File: src/rtl/alu_issue_stage.sv
// Operand-issue / writeback stage in front of the 4-bit ALU; owns the register file.
// Define FORWARD_EN to forward alu_result on RAW hazards instead of inserting a bubble.
module alu_issue_stage #(
  parameter int WIDTH  = 4,
  parameter int ADDR_W = 3
) (
  input  logic              clk,
  input  logic              rst_n,
  input  logic              in_valid,
  output logic              in_ready,
  input  logic [2:0]        in_op,
  input  logic [ADDR_W-1:0] in_rs,
  input  logic [ADDR_W-1:0] in_rt,
  input  logic [ADDR_W-1:0] in_rd,
  input  logic              in_we,
  input  logic              in_bsel,
  input  logic [WIDTH-1:0]  in_imm,
  output logic [2:0]        alu_op,
  output logic [WIDTH-1:0]  alu_a,
  output logic [WIDTH-1:0]  alu_b,
  input  logic [WIDTH-1:0]  alu_result,
  input  logic              alu_zero,
  output logic              wb_valid,
  input  logic              wb_ready,
  output logic [ADDR_W-1:0] wb_rd,
  output logic [WIDTH-1:0]  wb_data,
  output logic              wb_zero,
  input  logic [ADDR_W-1:0] dbg_addr,
  output logic [WIDTH-1:0]  dbg_data
);

  localparam int NREG = 1 << ADDR_W;

  logic [WIDTH-1:0]  r_rf [NREG];

  logic              r_ex_valid;
  logic              r_ex_we;
  logic [2:0]        r_ex_op;
  logic [WIDTH-1:0]  r_ex_a;
  logic [WIDTH-1:0]  r_ex_b;
  logic [ADDR_W-1:0] r_ex_rd;

  logic              r_wb_valid;
  logic [ADDR_W-1:0] r_wb_rd;
  logic [WIDTH-1:0]  r_wb_data;
  logic              r_wb_zero;

  logic              w_stall;
  logic              w_adv;
  logic              w_issue;
  logic              w_ex_wr;
  logic              w_haz_rs;
  logic              w_haz_rt;
  logic              w_bubble;
  logic [WIDTH-1:0]  w_rs_rf;
  logic [WIDTH-1:0]  w_rt_rf;
  logic [WIDTH-1:0]  w_rs_data;
  logic [WIDTH-1:0]  w_rt_data;
  logic [WIDTH-1:0]  w_b_data;

  assign w_stall  = r_wb_valid & ~wb_ready;
  assign w_adv    = r_ex_valid & ~w_stall;
  assign w_issue  = in_valid & in_ready;

  // EX entry that will write a real register when it advances
  assign w_ex_wr  = r_ex_valid & r_ex_we & (r_ex_rd != '0);
  assign w_haz_rs = w_ex_wr & (r_ex_rd == in_rs);
  assign w_haz_rt = w_ex_wr & ~in_bsel & (r_ex_rd == in_rt);

  assign w_rs_rf  = (in_rs == '0) ? '0 : r_rf[in_rs];
  assign w_rt_rf  = (in_rt == '0) ? '0 : r_rf[in_rt];

`ifdef FORWARD_EN
  assign w_bubble  = 1'b0;
  assign w_rs_data = w_haz_rs ? alu_result : w_rs_rf;
  assign w_rt_data = w_haz_rt ? alu_result : w_rt_rf;
`else
  assign w_bubble  = w_haz_rs | w_haz_rt;
  assign w_rs_data = w_rs_rf;
  assign w_rt_data = w_rt_rf;
`endif

  assign w_b_data = in_bsel ? in_imm : w_rt_data;

  assign in_ready = rst_n & ~(r_ex_valid & w_stall) & ~w_bubble;

  assign alu_op   = r_ex_op;
  assign alu_a    = r_ex_a;
  assign alu_b    = r_ex_b;

  assign wb_valid = r_wb_valid;
  assign wb_rd    = r_wb_rd;
  assign wb_data  = r_wb_data;
  assign wb_zero  = r_wb_zero;

  assign dbg_data = (dbg_addr == '0) ? '0 : r_rf[dbg_addr];

  always_ff @(posedge clk or negedge rst_n) begin
    if (!rst_n) begin
      for (int i = 0; i < NREG; i++) r_rf[i] <= '0;
    end else if (w_adv && w_ex_wr) begin
      r_rf[r_ex_rd] <= alu_result;
    end
  end

  always_ff @(posedge clk or negedge rst_n) begin
    if (!rst_n) begin
      r_ex_valid <= 1'b0;
      r_ex_we    <= 1'b0;
      r_ex_op    <= '0;
      r_ex_a     <= '0;
      r_ex_b     <= '0;
      r_ex_rd    <= '0;
    end else if (w_issue) begin
      r_ex_valid <= 1'b1;
      r_ex_we    <= in_we;
      r_ex_op    <= in_op;
      r_ex_a     <= w_rs_data;
      r_ex_b     <= w_b_data;
      r_ex_rd    <= in_rd;
    end else if (w_adv) begin
      r_ex_valid <= 1'b0;
    end
  end

  always_ff @(posedge clk or negedge rst_n) begin
    if (!rst_n) begin
      r_wb_valid <= 1'b0;
      r_wb_rd    <= '0;
      r_wb_data  <= '0;
      r_wb_zero  <= 1'b0;
    end else if (w_adv) begin
      r_wb_valid <= 1'b1;
      r_wb_rd    <= r_ex_rd;
      r_wb_data  <= alu_result;
      r_wb_zero  <= alu_zero;
    end else if (wb_ready) begin
      r_wb_valid <= 1'b0;
    end
  end

endmodule

File: config.mk
export PLATFORM = sky130hd
export DESIGN_NAME = alu_issue_stage
export DESIGN_NICKNAME = d
export VERILOG_FILES = /design/src/rtl/alu_issue_stage.sv
export SDC_FILE = /design/constraint.sdc
export NUM_CORES = 1
export LEC_CHECK = 0
export ABC_CLOCK_PERIOD_IN_PS = 1800
export CAP_MARGIN = 25
export CORE_MARGIN = 8
export CORE_UTILIZATION = 48
export CTS_CLUSTER_SIZE = 12
export DETAILED_ROUTE_END_ITERATION = 8
export PLACE_DENSITY = 0.76
export REMOVE_ABC_BUFFERS = 1
export SYNTH_ARGS = -nofsm -noshare
export SYNTH_HDL_FRONTEND = slang
export SYNTH_SLANG_ARGS = --single-unit
File: constraint.sdc
create_clock -name clk -period 1.8 [get_ports clk]
set_input_delay 0.27 -clock clk [delete_from_list [all_inputs] [get_ports clk]]
set_output_delay 0.27 -clock clk [all_outputs]
set_load 0.01 [all_outputs]
Yosys cells after proc, flatten, opt, wreduce, memory -nomap -nowiden
Index checks and enable logic that the tools add are counted.
{"block": "op_classes", "n_eq_ne": 2, "n_bitwise": 21, "muxes": 20, "n_reduce_logical": 8, "magnitude_cmp": 5}
{"op": "2-to-1 mux 4 bit", "count": 11}
{"op": "binary-select mux 4 bit (select 3 bit)", "count": 3}
{"op": "bitwise mux 32 bit", "count": 1}
{"op": ">= comparator 4 bit, second input constant", "count": 4}
{"op": "NOT 3 -> 4 bit", "count": 4}
{"op": "demux 4 bit (select 3 bit)", "count": 1}
{"op": "bitwise AND 1 bit", "count": 11}
{"op": "logical NOT 3 bit", "count": 3}
{"op": "equality test 3 bit", "count": 2}
{"op": "NOT 1 bit", "count": 5}
{"op": "< comparator 4 x 1 -> 1 bit, second input constant", "count": 1}
{"op": "2-to-1 mux 1 bit", "count": 4}
{"op": "nonzero test 2 bit", "count": 2}
{"op": "nonzero test 3 bit", "count": 1}
{"op": "logical AND 1 bit", "count": 2}
{"op": "bitwise OR 1 bit", "count": 1}
{"block": "totals", "register_bits": 57}

Logic depth before layout (Yosys ltp)
Gate-level depths: netlist (run 1).
{"block": "depth", "depth_word": 9, "mapped_depth": 8, "depth_no_buf": 5}

Least setup slack after synthesis (run 1)
OpenSTA, ideal clock, no wires.
{"block": "synth_path", "kind": "register to register", "from": "reg r_ex_rd[1]", "to": "reg r_ex_a[2], in the netlist alu_a[2]", "setup_slack_ps": 43, "stages_incl_launch_ff": 9, "t_required_ps": 1675, "n_path_buf": 3, "t_arrival_ps": 1632, "setup_time_ps": 125, "path_cell_list": "dfrtp_1 > clkbuf_8 > xor2_1 > nor4_2 > o21ai_2 > nand2b_2 > buf_6 > buf_12 > mux2_4"}
{"block": "synth_between", "elab_chain_cells": 8, "elab_cells_between_ends": 11, "classes_between": "eq/ne: 2; bitwise: 8; reduce/logical: 1"}
{"element": "start, declared", "line": "41", "text": "logic [ADDR_W-1:0] r_ex_rd;"}
{"element": "start signal, assigned", "line": "120", "text": "r_ex_rd <= in_rd;"}
{"element": "nonzero test 3 bit", "line": "66", "text": "assign w_ex_wr = r_ex_valid & r_ex_we & (r_ex_rd != '0);"}
{"element": "bitwise AND 1 bit", "line": "66"}
{"element": "bitwise AND 1 bit (2 in a row)", "line": "68", "text": "assign w_haz_rt = w_ex_wr & ~in_bsel & (r_ex_rd == in_rt);"}
{"element": "bitwise OR 1 bit *", "line": "78", "text": "assign w_bubble = w_haz_rs | w_haz_rt;"}
{"element": "NOT 1 bit *", "line": "85", "text": "assign in_ready = rst_n & ~(r_ex_valid & w_stall) & ~w_bubble;"}
{"element": "bitwise AND 1 bit *", "line": "85"}
{"element": "bitwise AND 1 bit *", "line": "63", "text": "assign w_issue = in_valid & in_ready;"}
{"element": "end signal, assigned", "line": "118", "text": "r_ex_a <= w_rs_data;"}
{"element": "end, declared", "line": "39", "text": "logic [WIDTH-1:0] r_ex_a;"}
Mark *: on every way between the ends. The rest lies on a longest branch, timed or not.
A chain may end at the register's enable or synchronous reset.

Final worst setup path (run 1)
{"block": "layout_path", "from": "reg r_ex_rd[2]", "to": "out in_ready"}
{"block": "layout_between", "elab_chain_cells": 7, "elab_cells_between_ends": 10, "classes_between": "eq/ne: 2; bitwise: 7; reduce/logical: 1"}
{"element": "nonzero test 3 bit", "line": "66"}
{"element": "bitwise AND 1 bit", "line": "66"}
{"element": "bitwise AND 1 bit (2 in a row)", "line": "68"}
{"element": "bitwise OR 1 bit *", "line": "78"}
{"element": "NOT 1 bit *", "line": "85"}
{"element": "bitwise AND 1 bit *", "line": "85"}
{"element": "end, declared", "line": "10", "text": "output logic in_ready,"}
Marks and branches as above.

==> metrics.md, run 1 <==
| Metric | Value |
|---|---|
| Die Area | 9440 um2 |
| Routability cong. | 0.855 |
| Ys Warns | 0 |
| Most area-hungry cell type in the Yosys netlist | dfrtp_1 |
| Tcrit/Tclk final | 106% |
| CORE AREA | 6350 um2 |
| N_diodes | 0 |
| WHS | 0.400 ns |
| Worst setup path class | reg -> out |
| Fin. max-slew vios | 0 |
| First-pass GRT wire length | 14500 um |
| Synth Instances | 259 |
| Initial antenna violation count | 0 |
| RSZ-0062 raised after global routing | true |
| # setup viols final | 8 |
| CP max FO | 3 |
| Mean Syn Cell Area | 12.2 um2 |
| Asr flop ratio synth | 100% |
| Vias in the first global route | 2788 |
| H-tree depth | 3 |
| Setup WS post-layout | -0.108 ns |
| Register area share after synthesis | 45.1% |
| Slew at the pin closest to its max-slew limit | 0.553 ns |
| Slowest stage delay, CP | 0.42 ns |
| Top Ports | 55 |
| Vias | 2678 |
| Crit path time final | 1.91 ns |
| Synth area leaders | dfrtp_1 (45%), mux2_2 (16%), mux2i_1 (5.7%) |
| Synth Area in Compound Gates | 8.62% |
| Synthesis-stage register bit count | 57 |
| Post-Synth Simple-Gate Area | 8.54% |
| Place WS | -0.652 ns |
| Slew HR | 63.1% |
| WL per Instance | 19.6 um |
| CTS sink count | 57 |
| Synth Area in Adders | 0% |
| PortBufs | 54 |
| Setup crit end kind | primary output |
| Setup TNS | -0.237 ns |
| Pin count of the biggest net entering global routing | 45 |
| Main combinational cell family by area after synthesis | multiplexers |
| Final hold viol count | 0 |
| DIE HEIGHT | 97.2 um |
| DP HPWL | 6460 um |
| Fmax | 524 MHz |
| Pwr/cell area | 1270 nW/um2 |
| Layout cell share with drive strength beyond 1 | 43.5% |
| Yosys top cell area share | 45.1% |
| Critical-path cell list | buf_4 > o311a_1 > o21ai_2 > and3_4 > buf_6 |
| Clock Latency Late Sink | 0.35 ns |
| Commonest cells in the netlist | dfrtp_1 (57), mux2_2 (44), mux2i_1 (18) |
| Final Non-Filler Cells | 461 |
| Failing checks | negative setup slack |
| Data arrival time of the critical path | 1.64 ns |
| Initial Util | 49.8% |
| Grt total ovfl | 0 |
| Post-synthesis mux area share | 31.0% |
| Req. time, crit path | 1.53 ns |
| Cell Rows | 29 |
| CTS root buf | clkbuf_8 |
| Die W | 97.2 um |
| P_leak | 2.12 nW |
| Hold Path Class | reg -> reg |
| Iteration-0 DRC Markers | 172 |
| CTS tree | built |
| Post-synth EDFFs | 0 |
| WL final | 9010 um |
| Top FF cell, synth | dfrtp_1 |
| Xor/xnor share of the synthesized area | 1.66% |
| Startpoint types | register |
| Status | finished with violations |
| Cell Area, Placed | 4180 um2 |
| Tot Pwr | 5.74 mW |
| R2r setup slk | -0.03 ns |
| Count leader, synth | dfrtp_1 |
| Clock skew | 0.00784 ns |
| DRC Markers | 0 |
| Final Util | 71.2% |
| Slowest-stage cell, CP | dfrtp_1 |
| Post-DR vias/cell | 5.81 |
| Max VDD drop | 0.795 mV |
| Cell area after layout | 4520 um2 |
| Synth-to-layout area growth | 42.9% |
| Post-route ant nets | 0 |
| Distinct cells, synth | 43 |
| DR pass1 iterations | 4 |
| Worst-path clk slew | 0.07 ns |
| Dpl cells | 436 |
| Post-Synthesis Cell Area | 3160 um2 |
| CTS buffer count | 9 |
| Gr usage total | 19.1% |
| Max-Cap Viols | 0 |
| Clock Tree Buf Depth | 2 |
| Final nets | 409 |
==> kinds of logic after synthesis <==
family / count (synthesis)
XOR/XNOR: 6
buffers and inverters: 26
flip-flops: 57
AND/OR/NAND/NOR: 53
multiplexers: 77
AO/OA/AOI/OAI: 40
==> worst paths after layout <==
check	from	end	cells past startpoint
setup / recovery	r_ex_rd[2]$_DFFE_PN0P_	in_ready	5
hold / removal	r_rf[30]$_DFFE_PN0P_	r_rf[30]$_DFFE_PN0P_	0
setup reg to reg	r_ex_rd[1]$_DFFE_PN0P_	alu_b[3]$_DFFE_PN0P_	7
hold reg to reg	r_rf[30]$_DFFE_PN0P_	r_rf[30]$_DFFE_PN0P_	0
max in group asynchronous	rst_n	r_ex_rd[0]$_DFFE_PN0P_	3
min in group asynchronous	rst_n	alu_b[2]$_DFFE_PN0P_	3
==> cells in the final DEF (no fill, tap or decap), drive strengths merged, types with 2 or more instances in the layout <==
cell | Yosys | final
mux2 | 50 | 50
a21oi | 7 | 7
a32oi | 2 | 2
a221oi | 6 | 6
nand2b | 5 | 5
nor2b | 6 | 6
clkbuf | 6 | 14
or3 | 2 | 2
o21ai | 12 | 12
a211oi | 2 | 2
dlygate4sd2 | 0 | 4
nor2 | 14 | 14
o2111ai | 2 | 2
clkdlybuf4s50 | 0 | 43
nand3 | 5 | 5
dfrtp | 57 | 57
inv | 8 | 8
mux4 | 9 | 9
mux2i | 18 | 18
xor2 | 6 | 6
buf | 12 | 78
nand2 | 14 | 14
o22ai | 2 | 2
==> repair_timing <==
action                                  CTS  global route
hold endpoints to repair                 13             0
buffers inserted                          5             2
endpoints found under the setup margin   17            27
cloned                                    1             0
resized for setup                        43             8
pin swaps                                10             4
hold buffers                              1             0
==> final cells by class <==
type | instances | area (um2)
repair buffers | 127 | 1110
clock inverters | 3 | 46.3
flip-flops and latches | 57 | 1430
well taps | 77 | 96.3
multi-input cells | 176 | 1630
clock buffers | 13 | 179
fillers | 425 | 1830
inverters | 8 | 30.0
==> state kept, by name, indices dropped and copies added (netlist names), 3 cells and up <==
name / cells
r_rf: 32
r_ex_rd: 3
alu_op: 3
wb_data: 4
wb_rd: 3
alu_a: 4
alu_b: 4
==> critical path, delay by kind of cell, from the launching register on <==
| family | cells | cell delay [ns] |
|---|---|---|
| flip-flops | 1 | 0.42 |
| buffers and inverters | 2 | 0.24 |
| AND/OR/NAND/NOR | 1 | 0.19 |
| AO/OA/AOI/OAI | 2 | 0.43 |
==> power breakdown <==
| part | switching (mW) | internal (mW) |
|---|---|---|
| Sequential | 0.297 | 1.72 |
| Clock | 0.537 | 0.792 |
| Combinational | 0.977 | 1.42 |
| Total | 1.81 | 3.93 |
==> routing by layer <==
layer / up-vias / GRT usage (%) / wire length (um)
met3: 19 / 4.91 / 584
met4: 0 / 9.35 / 217
li1: 1198 / - / -
met2: 124 / 31.3 / 4450
met5: - / 0 / 0
met1: 1337 / 22.7 / 3760
Power figures use the tool's default switching activity.
==> run 2, diff against run 1 <==
--- a/config.mk
+++ b/config.mk
@@ -13,6 +13,8 @@
 export DETAILED_ROUTE_END_ITERATION = 8
 export PLACE_DENSITY = 0.76
 export REMOVE_ABC_BUFFERS = 1
+export SKIP_CTS_REPAIR_TIMING = 1
+export SLEW_MARGIN = 20
 export SYNTH_ARGS = -nofsm -noshare
 export SYNTH_HDL_FRONTEND = slang
 export SYNTH_SLANG_ARGS = --single-unit
==> run 2 against run 1 <==
The flow still finishes with violations (negative setup slack). Clock power about the same. Final cell count shrank 0.65%. Sequential power hardly changed. Via count is 2.6% lower. Global-route usage decreased by 0.38 points. Sequential cell count stayed put. Utilization shrank 0.30 points. Design area down 0.42%. Sequential share of layout area grew 0.13 points. Combinational power about the same. Hold slack lost 0.0060 ns. Critical path type is now in -> out. Largest power group unchanged.
==> metrics.md, run 2 (synthesis gave the netlist of run 1 again) <==
| Metric | Value |
|---|---|
| DIE HEIGHT | 97.2 um |
| Worst-path clk slew | 0.07 ns |
| Post-route ant nets | 0 |
| Slowest stage delay, CP | 0.49 ns |
| Die W | 97.2 um |
| NetSw | 1.78 mW |
| DRC Markers | 0 |
| Clock power frac | 23.3% |
| Cell Rows | 29 |
| WHS | 0.394 ns |
| Critical-path cell list | clkdlybuf4s50_1 > xor2_1 > nor4_2 > o21ai_2 > and3_4 > buf_6 |
| RSZ-0062 raised after global routing | true |
| Worst setup path class | in -> out |
| Gr usage total | 18.7% |
| Setup TNS | -0.613 ns |
| Post-DR vias/cell | 5.70 |
| # setup viols final | 15 |
| PortBufs | 54 |
| Slowest-stage cell, CP | clkdlybuf4s50_1 |
| CORE AREA | 6350 um2 |
| Failing checks | negative setup slack |
| Final Non-Filler Cells | 458 |
| Pin count of the biggest net entering global routing | 45 |
| CTS buffer count | 9 |
| Top Ports | 55 |
| Tcrit/Tclk final | 107% |
| Data arrival time of the critical path | 1.65 ns |
| Max-Cap Viols | 0 |
| CTS sink count | 57 |
| Critical path launch point | in_rt[2] |
| Top reg by flops | r_rf |
| Req. time, crit path | 1.53 ns |
| P_int | 3.92 mW |
| Grt total ovfl | 0 |
| Sw Ratio | 31.3% |
| Layout cell share with drive strength beyond 1 | 42.5% |
| DP HPWL | 6460 um |
| WL per Instance | 19.2 um |
| Commonest non-fill, non-tap cell in the layout | buf_4 |
| Vias | 2609 |
| Final hold viol count | 0 |
| Crit path time final | 1.92 ns |
| Iteration-0 DRC Markers | 127 |
| Pwr/cell area | 1270 nW/um2 |
| Startpoint types | input pin |
| DR pass1 iterations | 4 |
| Setup crit end kind | primary output |
| Hold Path Class | reg -> reg |
| Worst Path Buf+Inv | 2 |
| Synth-to-layout area growth | 42.3% |
| Slew HR | 63.2% |
| P_leak | 2.13 nW |
| Routability cong. | 0.855 |
| CP Depth | 6 |
| Origin of the critical flop-to-flop path | r_ex_rd[2]$_DFFE_PN0P_ |
| Max FFs per register | 32 |
| Worst R2R Path Depth | 7 |
| CP Capture Point | in_ready |
| Die Area | 9440 um2 |
| Most frequent cells in the layout | buf_4 (63), dfrtp_1 (56), mux2_2 (44), clkdlybuf4s50_1 (44), mux2i_1 (18) |
| Setup WS post-layout | -0.124 ns |
| Reg power frac | 35.2% |
| WL final | 8780 um |
| First-pass GRT wire length | 14200 um |
| Clock Latency Late Sink | 0.35 ns |
| CP max FO | 2 |
| N_diodes | 0 |
| Final nets | 406 |
| Crit-path leading delay family | buffers and inverters |
| Status | finished with violations |
| Slew at the pin closest to its max-slew limit | 0.553 ns |
| Clock skew | 0.00781 ns |
| HP Start | r_rf[31]$_DFFE_PN0P_ |
| Final Util | 70.9% |
| Fmax | 520 MHz |
| Fin. max-slew vios | 0 |
| Initial Util | 49.8% |
| Worst r2r dst | alu_b[3]$_DFFE_PN0P_ |
| R2r setup slk | -0.05 ns |
| Power share of the combinational group | 41.6% |
| H-tree depth | 3 |
| Clock Tree Buf Depth | 2 |
| Vias in the first global route | 2728 |
| CTS root buf | clkbuf_8 |
| Dpl cells | 436 |
| Max VDD drop | 0.783 mV |
| Min-Delay Path Depth | 0 |
| Initial antenna violation count | 0 |
| CTS tree | built |
run 2: cell types whose count changed in the layout (fill, tap and decap cells not counted), sizes merged:
cell and change:
clkdlybuf4s50 +1, dlygate4sd2 -4, dlymetal6s2s +4, buf -6, clkbuf +2
run 2: power groups by stage:
| stage | combinational [mW] | sequential [mW] | clock (mW) |
|---|---|---|---|
| floorplan | 0.922 | 2.08 | 0 |
| global placement | 2.22 | 1.99 | 0 |
| detailed placement | 2.28 | 2.01 | 0 |
| CTS | 2.31 | 1.99 | 1.35 |
| global route | 2.54 | 2.05 | 1.42 |
| finish | 2.37 | 2.01 | 1.33 |
run 2: area by class of cell:
cell class	instances	area, um2
fill	433	1850
multi-input combinational	176	1620
sequential	57	1430
timing repair buffer	124	1100
clock buffer	13	179
tap	77	96.3
clock inverter	3	46.3
inverter	8	30.0
run 2: worst min-delay path by stage:
stage	to	slack [ns]
2_1_floorplan	alu_a[0]$_DFFE_PN0P_	-0.03
3_3_place_gp	r_ex_valid$_DFFE_PN0P_	0.27
3_5_place_dp	r_ex_valid$_DFFE_PN0P_	0.28
4_1_cts	alu_b[1]$_DFFE_PN0P_	-0.09
5_1_grt	r_rf[30]$_DFFE_PN0P_	0.40
6_report	r_rf[31]$_DFFE_PN0P_	0.39
run 2: metal layers:
| layer | global-route usage (%) | part of all wire [%] | vias to the layer above |
|---|---|---|---|
| met5 | 0 | 0 | - |
| met4 | 9.47 | 2.5 | 0 |
| met2 | 30.8 | 50 | 108 |
| met1 | 22.2 | 41 | 1286 |
| met3 | 4.48 | 7.0 | 24 |
| li1 | - | - | 1191 |
run 2: per-stage QoR:
stage | setup WS (ns) | power [mW] | cell area, um2
2_1_floorplan | 0.0295 | 3.00 | 3030
3_3_place_gp | -0.621 | 4.21 | 4180
3_5_place_dp | -0.652 | 4.29 | 4180
4_1_cts | -0.654 | 5.66 | 4410
5_1_grt | -0.201 | 6.00 | 4500
6_report | -0.124 | 5.71 | 4500
